## src/rtl/seq_multiplier.sv

```systemverilog
// Shift-and-add multiplier, one iteration per clock, WIDTH+1 cycles from accept to done.
// Define SIGNED_MULT_EN for two's-complement operands (magnitude iteration plus sign fix-up).
module seq_multiplier #(
    parameter int WIDTH = 32
) (
    input  logic             clk,
    input  logic             reset,
    input  logic             start,
    input  logic [WIDTH-1:0] multiplicand,
    input  logic [WIDTH-1:0] multiplier,
    output logic             busy,
    output logic             done,
    output logic [WIDTH-1:0] product_hi,
    output logic [WIDTH-1:0] product_lo
);
    localparam int CW = $clog2(WIDTH + 1);

    typedef enum logic [1:0] {IDLE, RUN, DONE} state_t;

    state_t           state, state_nxt;
    logic [WIDTH-1:0] mcand, mplier, acc_hi, acc_lo;
    logic [CW-1:0]    count;
    logic [WIDTH:0]   sum;
    logic [WIDTH-1:0] acc_hi_nxt, acc_lo_nxt;
    logic [WIDTH-1:0] a_in, b_in;
    logic [2*WIDTH-1:0] result;
    logic             last_iter;

`ifdef SIGNED_MULT_EN
    logic sign;
    // The most-negative value negates to itself, which reads correctly as an unsigned magnitude.
    assign a_in   = multiplicand[WIDTH-1] ? -multiplicand : multiplicand;
    assign b_in   = multiplier[WIDTH-1]   ? -multiplier   : multiplier;
    assign result = sign ? -{acc_hi_nxt, acc_lo_nxt} : {acc_hi_nxt, acc_lo_nxt};
`else
    assign a_in   = multiplicand;
    assign b_in   = multiplier;
    assign result = {acc_hi_nxt, acc_lo_nxt};
`endif

    // Carry from the upper-half add is shifted back into the accumulator MSB.
    assign sum        = {1'b0, acc_hi} + (mplier[0] ? {1'b0, mcand} : {(WIDTH+1){1'b0}});
    assign acc_hi_nxt = sum[WIDTH:1];
    assign acc_lo_nxt = {sum[0], acc_lo[WIDTH-1:1]};
    assign last_iter  = (count == CW'(WIDTH - 1));

    assign busy = (state == RUN);
    assign done = (state == DONE);

    always_ff @(posedge clk) begin
        if (reset) state <= IDLE;
        else       state <= state_nxt;
    end

    always_comb begin
        state_nxt = state;
        case (state)
            IDLE:    if (start) state_nxt = RUN;
            RUN:     if (last_iter) state_nxt = DONE;
            DONE:    state_nxt = IDLE;
            default: state_nxt = IDLE;
        endcase
    end

    always_ff @(posedge clk) begin
        if (reset) begin
            mcand      <= '0;
            mplier     <= '0;
            acc_hi     <= '0;
            acc_lo     <= '0;
            count      <= '0;
            product_hi <= '0;
            product_lo <= '0;
`ifdef SIGNED_MULT_EN
            sign       <= 1'b0;
`endif
        end else begin
            case (state)
                IDLE: if (start) begin
                    mcand  <= a_in;
                    mplier <= b_in;
                    acc_hi <= '0;
                    acc_lo <= '0;
                    count  <= '0;
`ifdef SIGNED_MULT_EN
                    sign   <= multiplicand[WIDTH-1] ^ multiplier[WIDTH-1];
`endif
                end
                RUN: begin
                    acc_hi <= acc_hi_nxt;
                    acc_lo <= acc_lo_nxt;
                    mplier <= mplier >> 1;
                    count  <= count + CW'(1);
                    if (last_iter) begin
                        product_hi <= result[2*WIDTH-1:WIDTH];
                        product_lo <= result[WIDTH-1:0];
                    end
                end
                default: ;
            endcase
        end
    end
endmodule

```

## config.mk

```make
export PLATFORM = sky130hd
export DESIGN_NAME = seq_multiplier
export DESIGN_NICKNAME = d
export VERILOG_FILES = /design/src/rtl/seq_multiplier.sv
export SDC_FILE = /design/constraint.sdc
export NUM_CORES = 1
export LEC_CHECK = 0
export BUFFER_PORTS_ARGS = -buffer_cell sky130_fd_sc_hd__buf_2
export CAP_MARGIN = 20
export CORE_MARGIN = 5
export CORE_UTILIZATION = 27
export DETAILED_ROUTE_END_ITERATION = 7
export PLACE_DENSITY = 0.42
export SYNTH_ARGS = -nofsm -noshare
export SYNTH_HDL_FRONTEND = slang
export SYNTH_SLANG_ARGS = --single-unit
```

## constraint.sdc

```tcl
create_clock -name clk -period 3 [get_ports clk]
set_clock_uncertainty 0.15 [all_clocks]
set_input_delay 0.15 -clock clk [delete_from_list [all_inputs] [get_ports clk]]
set_output_delay 0.15 -clock clk [all_outputs]
set_load 0.01 [all_outputs]
```

==> impl_metrics.env <==
export IMPL_netSwitchingFraction=0.261
export IMPL_viasPerCell=4.68
export IMPL_synthCells=1145
export IMPL_fin_ws_ns=0.0204
export IMPL_routedWlPerCell_um=15.2
export IMPL_n_antenna_cell=0
export IMPL_vias=8404
export IMPL_p_clk_frac=0.411
export IMPL_async_reset_ff_frac=0
export IMPL_worstPathRequired_ns=3.24
export IMPL_clockBufferDepth=2
export IMPL_first_global_vias=8345
export IMPL_final_nets=1441
export IMPL_die_h_um=192
export IMPL_grt_max_degree=84
export IMPL_grt_setup_unrepaired="yes"
export IMPL_period_needed_ns=2.98
export IMPL_comb_power_share=0.097
export IMPL_synth_top_cell_area_share=0.446
export IMPL_rows=66
export IMPL_drtIter0Drc=356
export IMPL_setup_viol=0
export IMPL_clkLatencyLatePin_ns=0.45
export IMPL_antenna_found_initial=1
export IMPL_start_kind="register"
export IMPL_syn2layout_area_growth_pct=32.1
export IMPL_dieArea_um2=36900
export IMPL_gp_congestion=0.812
export IMPL_first_pass_iters=7
export IMPL_start_util=0.274
export IMPL_finalHoldViolCount=0
export IMPL_p_seq_frac=0.492
export IMPL_ys_types=56
export IMPL_maxSlewViolCount=0
export IMPL_p_leak_nw=4.85
export IMPL_finalPower_mw=5.61
export IMPL_slew_headroom=0.549
export IMPL_use_met3=0.0367
export IMPL_power_density_nw_per_um2=475
export IMPL_ys_seq_area_frac=0.446
export IMPL_track_usage=0.148
export IMPL_hold_class="in -> reg"
export IMPL_outcome="completed"
export IMPL_cap_violations=0
export IMPL_fmax_mhz=336
export IMPL_critPathKind="reg -> reg"
export IMPL_synth_area_per_cell_um2=7.81
export IMPL_synthFlopType="dfxtp_1"
export IMPL_path_max_fanout=8
export IMPL_cts_tree="built"
export IMPL_synth_edf_count=0
export IMPL_switching_power_mw=1.46
export IMPL_cts_buffers=17
export IMPL_drt_wl_total_mm=27.3
export IMPL_grt_pass1_wl_mm=43.8
export IMPL_coreArea_um2=32600
export IMPL_synth_nets=1246
export IMPL_setup_tns_ns=0
export IMPL_synth_ff_latch_count=199
export IMPL_port_buffers=132
export IMPL_cts_root_buffer_cell="clkbuf_16"
export IMPL_yosysWarnings=0
export IMPL_antenna_left=0
export IMPL_ys_top_cells_by_area="dfxtp_1, nand2_1, a21oi_1"
export IMPL_cts_sinks=199
export IMPL_grt_use_met2=0.232
export IMPL_busiest_layer="met2"
export IMPL_num_io_pins=133
export IMPL_die_w_um=192
export IMPL_synth_largest_area_cell="dfxtp_1"
export IMPL_drive_above_1_share=0.198
export IMPL_grt_use_met1=0.206
export IMPL_path_clk_slew_ns=0.08
export IMPL_drc=0
export IMPL_min_period_over_period=0.993
export IMPL_dp_slack_ns=-0.225
export IMPL_hpwl_mm=18.1
export IMPL_p_int_mw=4.14
export IMPL_peakVddDrop_mv=0.366
export IMPL_cp_arrival_ns=3.22
export IMPL_end_kind="register"
export IMPL_tightest_slew_ns=0.676
export IMPL_grt_overflow_total=0
export IMPL_htreeDepth=4
export IMPL_syn_cell_area_um2=8940
[worst paths after layout]
| kind | startpoint | end | slack, ns | cells after the start |
|---|---|---|---|---|
| worst min register to register | product_hi[9] | product_hi[9] | 0.30 | 2 |
| worst min-delay path | reset | mcand[25] | 0.008 | 2 |
| worst max register to register | mplier[0] | product_hi[25] | 0.02 | 12 |
| worst max-delay path | mplier[0] | product_hi[25] | 0.02 | 12 |
[cells in the final DEF, fill, tap and decap left out, drive strengths merged, types with 6 or more instances in the layout]
cell	netlist	final
a21o	14	14
a211oi	9	9
nand3	54	54
nand2	230	230
a21oi	157	157
o21ai	26	26
dfxtp	199	199
nor4	31	31
xnor2	18	18
o21bai	6	6
dlygate4sd3	0	64
ha	33	33
inv	12	17
nor2	138	138
nand4	9	9
and2	37	37
xor2	7	7
nand2b	7	7
clkbuf	64	21
a22o	16	16
buf	14	190
[sequential cells by signal (all words and copies together), names as in the netlist]
register and cells:
acc_hi 32, acc_lo 31, product_lo 32, state 2, mcand 32, count 6
product_hi 32, mplier 32
[per-stage QoR]
step	cell area [um^2]	instances	hold slack, ns	util
after floorplan	8940	1145	0.136	-
after global placement	10300	1694	0.242	0.316
after detailed placement	10300	1694	0.247	0.316
after CTS	11600	1792	0.0187	0.356
after global routing	11800	1795	0.0352	0.362
final	11800	1795	0.00825	0.362
[layer usage]
layer | wire length, um | vias to the layer above
li1 | - | 4308
met2 | 11800 | 145
met4 | 252 | 2
met1 | 13900 | 3930
met5 | 10 | -
met3 | 1370 | 19
[power by group through the flow]
stage	logic (mW)	registers [mW]	clock network (mW)
after floorplan	0.294	2.81	0
after global placement	0.476	2.82	0
after detailed placement	0.476	2.82	0
after CTS	0.545	2.76	2.40
after global routing	0.610	2.77	2.50
final	0.542	2.76	2.30
[cell type report]
class,instances,area [um^2]
Clock buffer,21,460
Sequential cell,199,3990
Clock inverter,11,114
Tap cell,442,553
Multi-Input combinational cell,856,4880
Timing Repair Buffer,254,1780
Fill cell,3444,20800
Inverter,12,45.0
[cell usage after synthesis, drive strengths merged, types with 2 or more instances]
| cell type | count |
|---|---|
| a22oi | 5 |
| nor3b | 4 |
| nor2b | 5 |
| xnor2 | 18 |
| nand4 | 9 |
| a311oi | 2 |
| nand2b | 7 |
| a21oi | 157 |
| xor2 | 7 |
| o21ai | 26 |
| inv | 12 |
| ha | 33 |
| nor4 | 31 |
| a211oi | 9 |
| o21bai | 6 |
| a22o | 16 |
| dfxtp | 199 |
| buf | 14 |
| o211ai | 4 |
| nor2 | 138 |
| or4 | 2 |
| nand2 | 230 |
| and2 | 37 |
| nor4b | 2 |
| a221oi | 2 |
| clkbuf | 64 |
| nor3 | 4 |
| o31a | 3 |
| and3 | 4 |
| o21a | 5 |
| a21o | 14 |
| a31oi | 4 |
| nand3 | 54 |
[critical path: stages, from the launching register on]
cell and delay, ns:
dfxtp_2 0.35, buf_6 0.13, buf_4 0.13, and2_1 0.13, ha_1 0.36, nand2_1 0.09, o21ai_0 0.41, a2111oi_4 0.11
buf_4 0.17, o211ai_4 0.30, a21oi_4 0.11, or4_1 0.40, nand3_1 0.08
[timing repair]
item / in CTS / in global routing
resized for setup: 15 / 38
setup buffers: 2 / 3
hold buffers: 64 / 0
endpoints found under the hold margin: 64 / 0
setup endpoints to repair: 18 / 31
cloned: 0 / 0
pin swaps: 4 / 11
[logic make-up after synthesis]
group | count (synthesis) | synth area share
AND/OR/NAND/NOR | 531 | 0.262
AO/OA/AOI/OAI | 265 | 0.180
flip-flops | 199 | 0.446
buffers and inverters | 90 | 0.0381
adder cells (fa/ha/maj) | 34 | 0.0484
XOR/XNOR | 25 | 0.0245
multiplexers | 1 | 0.00112
No activity file was read; power rests on OpenSTA's default activity.
